[src/rtl/image_pkg.sv]
// ---------------------------------------------------------------------------
// image_pkg
// Shared definitions for the image streaming transmitter.
//   IMG_W / IMG_H       : image dimensions in pixels
//   COORD_X_W/COORD_Y_W : coordinate widths derived from the dimensions (4)
//   SYNC_BYTE_DEFAULT   : default frame-start marker byte
//   tx_state_t          : transmit FSM states
//   pix_entry_t         : one queued pixel {sof, eof, data}
// ---------------------------------------------------------------------------
package image_pkg;

    localparam int IMG_W     = 16;
    localparam int IMG_H     = 16;
    localparam int COORD_X_W = $clog2(IMG_W);
    localparam int COORD_Y_W = $clog2(IMG_H);

    localparam logic [7:0] SYNC_BYTE_DEFAULT = 8'hA5;

    typedef enum logic [1:0] {
        ST_IDLE,
        ST_SYNC,
        ST_DATA,
        ST_CHK
    } tx_state_t;

    typedef struct packed {
        logic       sof;
        logic       eof;
        logic [7:0] data;
    } pix_entry_t;

    localparam int ENTRY_W = $bits(pix_entry_t);

    // The frame starts at the top-left pixel.
    function automatic logic is_origin(input logic [COORD_X_W-1:0] x,
                                       input logic [COORD_Y_W-1:0] y);
        return (x == '0) && (y == '0);
    endfunction

endpackage

[src/rtl/image_stream_tx_fifo.sv]
// ---------------------------------------------------------------------------
// sync_fifo
// Single-clock FIFO with a combinational head read (first-word fall-through
// from registered storage).
//   clk, nrst   : clock, asynchronous active-low reset
//   clear       : synchronous flush, wins over push/pop
//   push, wdata : write request; ignored while full
//   pop         : read request; ignored while empty
//   full, empty : occupancy flags
//   head        : entry at the read pointer
// ---------------------------------------------------------------------------
module sync_fifo #(
    parameter int WIDTH = 10,
    parameter int DEPTH = 8
) (
    input  logic             clk,
    input  logic             nrst,
    input  logic             clear,
    input  logic             push,
    input  logic [WIDTH-1:0] wdata,
    input  logic             pop,
    output logic             full,
    output logic             empty,
    output logic [WIDTH-1:0] head
);

    localparam int AW = $clog2(DEPTH);
    localparam int CW = AW + 1;

    logic [WIDTH-1:0] r_mem [DEPTH];
    logic [AW-1:0]    r_wr_ptr;
    logic [AW-1:0]    r_rd_ptr;
    logic [CW-1:0]    r_count;

    logic w_do_push;
    logic w_do_pop;

    assign full      = (r_count == CW'(DEPTH));
    assign empty     = (r_count == '0);
    assign head      = r_mem[r_rd_ptr];
    assign w_do_push = push && !full && !clear;
    assign w_do_pop  = pop && !empty && !clear;

    // NOTE: storage has no reset; validity is tracked by the pointers and
    // count, so clearing the array would only cost reset fan-out.
    always_ff @(posedge clk) begin
        if (w_do_push) begin
            r_mem[r_wr_ptr] <= wdata;
        end
    end

    // NOTE: sequential state uses non-blocking assignments so every flop
    // samples the pre-edge values regardless of statement order.
    always_ff @(posedge clk or negedge nrst) begin
        if (!nrst) begin
            r_wr_ptr <= '0;
            r_rd_ptr <= '0;
            r_count  <= '0;
        end else if (clear) begin
            r_wr_ptr <= '0;
            r_rd_ptr <= '0;
            r_count  <= '0;
        end else begin
            if (w_do_push) r_wr_ptr <= r_wr_ptr + AW'(1);
            if (w_do_pop)  r_rd_ptr <= r_rd_ptr + AW'(1);
            case ({w_do_push, w_do_pop})
                2'b10:   r_count <= r_count + CW'(1);
                2'b01:   r_count <= r_count - CW'(1);
                default: ;  // idle, or push and pop cancel out
            endcase
        end
    end

endmodule

[src/rtl/image_stream_tx.sv]
// ---------------------------------------------------------------------------
// image_stream_tx
// Queues pixels from the image controller and serialises each frame as
// SYNC_BYTE, data bytes, 8-bit checksum over a valid/ready byte interface.
//   clk, nrst    : clock, asynchronous active-low reset
//   clear        : synchronous flush of FIFO, FSM, checksum and drop flag
//   pixel_*      : upstream pixel interface (valid/ready, x, y, data, last)
//   tx_valid/tx_data/tx_ready : downstream byte interface
//   frame_done   : one-cycle pulse after the checksum byte transfers
//   dropped      : sticky, a pixel was offered while the FIFO was full
// ---------------------------------------------------------------------------
module image_stream_tx
    import image_pkg::*;
#(
    parameter int         FIFO_DEPTH = 8,
    parameter logic [7:0] SYNC_BYTE  = SYNC_BYTE_DEFAULT
) (
    input  logic                 clk,
    input  logic                 nrst,
    input  logic                 clear,
    input  logic                 pixel_valid,
    input  logic [COORD_X_W-1:0] pixel_x,
    input  logic [COORD_Y_W-1:0] pixel_y,
    input  logic [7:0]           pixel_data,
    input  logic                 pixel_last,
    output logic                 pixel_ready,
    output logic                 tx_valid,
    output logic [7:0]           tx_data,
    input  logic                 tx_ready,
    output logic                 frame_done,
    output logic                 dropped
);

    tx_state_t  r_state;
    logic [7:0] r_csum;
    logic       r_in_frame;  // at least one data byte of this frame sent
    logic       r_frame_done;
    logic       r_dropped;

    logic       w_full;
    logic       w_empty;
    logic       w_push;
    logic       w_pop;
    logic       w_xfer;
    pix_entry_t w_wr_entry;
    pix_entry_t w_head;

    assign w_wr_entry  = {is_origin(pixel_x, pixel_y), pixel_last, pixel_data};
    assign w_push      = pixel_valid;  // FIFO itself refuses when full
    assign w_xfer      = tx_valid && tx_ready;
    assign w_pop       = (r_state == ST_DATA) && w_xfer;
    assign pixel_ready = !w_full;
    assign frame_done  = r_frame_done;
    assign dropped     = r_dropped;

    sync_fifo #(
        .WIDTH (ENTRY_W),
        .DEPTH (FIFO_DEPTH)
    ) u_fifo (
        .clk   (clk),
        .nrst  (nrst),
        .clear (clear),
        .push  (w_push),
        .wdata (w_wr_entry),
        .pop   (w_pop),
        .full  (w_full),
        .empty (w_empty),
        .head  (w_head)
    );

    // Byte presented downstream is a pure decode of registered state and
    // registered FIFO storage, so it holds while the receiver stalls.
    // NOTE: defaults first so no path through the case leaves an output
    // unassigned, which would infer a latch.
    always_comb begin
        tx_valid = 1'b0;
        tx_data  = 8'h00;
        case (r_state)
            ST_SYNC: begin
                tx_valid = 1'b1;
                tx_data  = SYNC_BYTE;
            end
            ST_DATA: begin
                // A new frame's first pixel behind an unterminated frame is
                // held back until SYNC has been emitted for it.
                tx_valid = !w_empty && !(w_head.sof && r_in_frame);
                tx_data  = w_head.data;
            end
            ST_CHK: begin
                tx_valid = 1'b1;
                tx_data  = r_csum;
            end
            default: ;
        endcase
    end

    always_ff @(posedge clk or negedge nrst) begin
        if (!nrst) begin
            r_state      <= ST_IDLE;
            r_csum       <= 8'h00;
            r_in_frame   <= 1'b0;
            r_frame_done <= 1'b0;
            r_dropped    <= 1'b0;
        end else if (clear) begin
            r_state      <= ST_IDLE;
            r_csum       <= 8'h00;
            r_in_frame   <= 1'b0;
            r_frame_done <= 1'b0;
            r_dropped    <= 1'b0;
        end else begin
            r_frame_done <= 1'b0;
            if (pixel_valid && w_full) r_dropped <= 1'b1;

            case (r_state)
                ST_IDLE: begin
                    r_in_frame <= 1'b0;
                    if (!w_empty) r_state <= w_head.sof ? ST_SYNC : ST_DATA;
                end
                ST_SYNC: begin
                    r_csum     <= 8'h00;
                    r_in_frame <= 1'b0;
                    if (w_xfer) r_state <= ST_DATA;
                end
                ST_DATA: begin
                    if (w_xfer) begin
                        r_csum     <= r_csum + w_head.data;  // wraps mod 256
                        r_in_frame <= 1'b1;
                        if (w_head.eof) r_state <= ST_CHK;
                    end else if (!w_empty && w_head.sof && r_in_frame) begin
                        r_state <= ST_SYNC;
                    end
                end
                ST_CHK: begin
                    if (w_xfer) begin
                        r_frame_done <= 1'b1;
                        r_csum       <= 8'h00;
                        r_state      <= ST_IDLE;
                    end
                end
                default: r_state <= ST_IDLE;
            endcase
        end
    end

endmodule

[config.mk]
export PLATFORM = sky130hd
export DESIGN_NAME = image_stream_tx
export DESIGN_NICKNAME = d
export VERILOG_FILES = /design/src/rtl/image_pkg.sv /design/src/rtl/image_stream_tx_fifo.sv /design/src/rtl/image_stream_tx.sv
export SDC_FILE = /design/constraint.sdc
export NUM_CORES = 1
export LEC_CHECK = 0
export ABC_AREA = 1
export CAP_MARGIN = 25
export CORE_MARGIN = 10
export CORE_UTILIZATION = 30
export CTS_BUF_LIST = sky130_fd_sc_hd__clkbuf_8
export DETAILED_ROUTE_END_ITERATION = 6
export GPL_TIMING_DRIVEN = 0
export MAX_ROUTING_LAYER = met4
export PLACE_DENSITY = 0.44
export SYNTH_ARGS = -nofsm -noshare
export SYNTH_HDL_FRONTEND = slang
export SYNTH_SLANG_ARGS = --single-unit
[constraint.sdc]
create_clock -name clk -period 3.8 [get_ports clk]
set_input_delay 0.76 -clock clk [delete_from_list [all_inputs] [get_ports clk]]
set_output_delay 0.76 -clock clk [all_outputs]
set_load 0.02 [all_outputs]
==> results.toml <==
[cts]
cts_post_setup_buffers_inserted = 0
clk-insertion-delay-late_ps = 380
number_of_buffers_created_by_cts = 9
clock_tree.root_cell = "clkbuf_8"
cts_max_level = 3
max-clock-path-buffers = 2
cts_sinks = 103
cts.clk_slew.worst_paths_ps = 100
tritoncts_clock_tree = "yes"
cts_resized = 3
ctsHoldBuffers = 0

[global_route]
grt_max_degree = 20
grt_overflow_total = 0
first_global_vias = 3310
initial_antenna_violation_count = 0
track_usage_pct = 11.88
grt_first_pass_wirelength_um = 18990

[synthesis]
synth-seq-cells = 103
syn-instance-count = 437
synth_area_per_cell_um2 = 10.80
yosysSeqAreaShare_pct = 63.11
synth_cell_type_count = 36
synth_top_area_cell = "edfxtp_1"
postSynthNetCount = 471
area_of_the_mapped_netlist_um2 = 4718
synth_top_area_share_pct = 50.91
ys_top_cells_by_area = "edfxtp_1 51%, dfrtp_1 12%, o21ai_0 5.5%"
synth.yosys.warnings = 0

[power]
max-vdd-ir-drop_uv = 164.2
pwr_density_cell_nw_per_um2 = 474.2
report.power.total_mw = 2.666
leakage_nw = 2.117

[critical_path]
worstPathMaxFanout = 10
crit_type = "flip-flop to output pin"
worst_ep_arrival_time_ps = 2830
critical_path.cell_chain = "inv_2, buf_2, clkbuf_2, o21ai_0, o221ai_1, o21a_1, nand2_1, o211ai_1, clkdlybuf4s50_1"
crit_required_ps = 3040
critical_path_buf_inv_count = 4
crit_slowest_cell = "clkdlybuf4s50_1"
slowest_delay_ps = 640
timing.critical_path.to_type = "output pin"
critical-path-top-delay-family = "buffers and inverters"
critPathLaunchType = "flip-flop"

[final_layout]
utilization_pct = 36.72
fin_area_um2 = 5623
syn_to_final_growth_pct = 19.17
final_net_count = 524
layout-drive-gt1-share_pct = 11.11
antenna-diode-count = 0

[placed_design]
globalplace.congestion = 0.8012
numPortBuffers = 33
post_dp_hpwl_um = 8677
dpl_cell_area_um2 = 5438

[timing]
hold_slack_ps = 533.7
timing.final.crit_period_ps = 3593
finalMaxSlewViolations = 0
setup_repair_after_global_routing_missed_its_margin = "false"
post-route-period-util_pct = 94.56
finalHoldViolCount = 0
maxClockFrequency_mhz = 278.3
finalSetupTns_ps = 0
worst-slew-pin-transition_ps = 643.2
setup_viol_count_final = 0
timing.clock.skew_ps = 11.21
slew_headroom_pct = 56.96

[detailed_routing]
post_drt_via_cell_ratio = 4.684
route.final.wire_length_um = 11890
drt_pass1_iterations = 5
dr_total_vias = 3307
ant_nets = 0
routedWlPerCell_um = 16.84
drt_iter0_markers = 245
route.detailed.drc = 0

[die]
floorplan.die_area_um2 = 21140
chipHeight_um = 145.4
core_um2 = 15310
placement_rows = 45
floorplan.initialDensity_pct = 30.81
fp.dieW_um = 145.4
ios = 34

[outcome]
result_of_the_run = "finished clean"

[flow_run]
maxCapViolations = 0

[hold_path]
hp-class = "flip-flop to flip-flop"
## state kept, by name (all words and copies together) (netlist names)
| signal | flops |
|---|---|
| u_fifo.r_mem | 80 |
| r_csum | 8 |
| u_fifo.r_count | 4 |
| u_fifo.r_rd_ptr | 3 |
| u_fifo.r_wr_ptr | 3 |
| r_state | 2 |
| dropped | 1 |
| frame_done | 1 |
| r_in_frame | 1 |
## synth_stat cells (all sizes together)
library cell   n
ha            11
o21ai         53
inv           45
o221ai         9
o211ai         8
o22ai         13
xor2           5
edfxtp        80
or2            1
xnor2          1
a31oi          2
a21oi          8
nand2         63
buf            5
fa             1
nor2          65
nand4          4
clkbuf         8
o21a           7
nand3         18
clkinv         1
nor4           2
nor3           1
dfrtp         23
and2           3
## worst paths after layout
path | start | endpoint | slack [ps] | cells after the start
min in group asynchronous | nrst | u_fifo.r_count[1] | 760 | 1
min reg2reg | dropped | dropped | 530 | 2
max in group asynchronous | nrst | r_csum[1] | 2540 | 2
min | dropped | dropped | 530 | 2
max | u_fifo.r_rd_ptr[0] | tx_data[5] | 210 | 9
max reg2reg | u_fifo.r_rd_ptr[0] | r_csum[6] | 640 | 15
## cells by family (layout without fill, tap and decap cells)
kind of cell	count (synthesis)	after routing	share of synthesized area [%]
AOI/OAI and AO/OA	100	100	12.62
xor gates and xnor gates	6	6	1.114
adders and majority gates	12	12	3.341
buffers and inverters	59	117	5.012
DFF	103	103	63.11
and+or+nand+nor	157	157	14.80
## worst reg2reg max path, cell delays in order (launching register included)
cell	delay [ps]
dfrtp_2	470
buf_6	160
buf_2	180
clkbuf_4	230
nor2_1	130
o22ai_1	90
o21a_1	220
ha_1	240
fa_1	420
a31oi_1	260
inv_1	70
a21oi_1	130
nor2_1	50
nor2_1	120
xor2_1	170
o22ai_1	80
## area by class of cell
| class | count | area, um^2 |
|---|---|---|
| buffer | 12 | 66.31 |
| clock buffer | 9 | 123.9 |
| clock inverter | 7 | 56.30 |
| fill | 1547 | 9692 |
| inverter | 46 | 173.9 |
| multi-input combinational | 275 | 1504 |
| sequential | 103 | 2979 |
| tap | 211 | 264.0 |
| timing repair buffer | 43 | 455.4 |
## layer usage
layer  up-vias  track usage [%]  wire, um
met1      1591            15.20      5699
met4         0            5.056       232
met3        16            1.863       364
met2        60            18.35      5591
li1       1640                -         -
met5         -                -         0
## through the flow
step	worst slack (ps)	cells
6_report	206.8	706
5_1_grt	24.05	706
4_1_cts	82.40	706
3_5_place_dp	399.9	691
3_3_place_gp	374.3	681
2_1_floorplan	1124	437
## cell usage in the layout, fill, tap and decap left out, types with 2 or more instances in the layout
| cell type | n |
|---|---|
| a21oi_1 | 8 |
| a31oi_1 | 2 |
| and2_1 | 3 |
| buf_2 | 3 |
| buf_4 | 2 |
| buf_6 | 7 |
| clkbuf_1 | 2 |
| clkbuf_2 | 5 |
| clkbuf_8 | 9 |
| clkdlybuf4s50_1 | 33 |
| clkinv_2 | 2 |
| dfrtp_1 | 22 |
| edfxtp_1 | 80 |
| ha_1 | 11 |
| inv_1 | 42 |
| inv_2 | 4 |
| inv_8 | 2 |
| nand2_1 | 58 |
| nand2_2 | 4 |
| nand3_1 | 15 |
| nand3_2 | 3 |
| nand4_1 | 3 |
| nor2_1 | 62 |
| nor2_2 | 2 |
| nor4_1 | 2 |
| o211ai_1 | 7 |
| o21a_1 | 7 |
| o21ai_0 | 52 |
| o221ai_1 | 9 |
| o22ai_1 | 13 |
| xor2_1 | 5 |
## power breakdown
group          internal (mW)  total [mW]  switching (mW)
Combinational          0.271       0.700           0.429
Clock                  0.248       0.660           0.412
Sequential              1.27        1.31          0.0396
No activity file was read; power rests on OpenSTA's default activity.
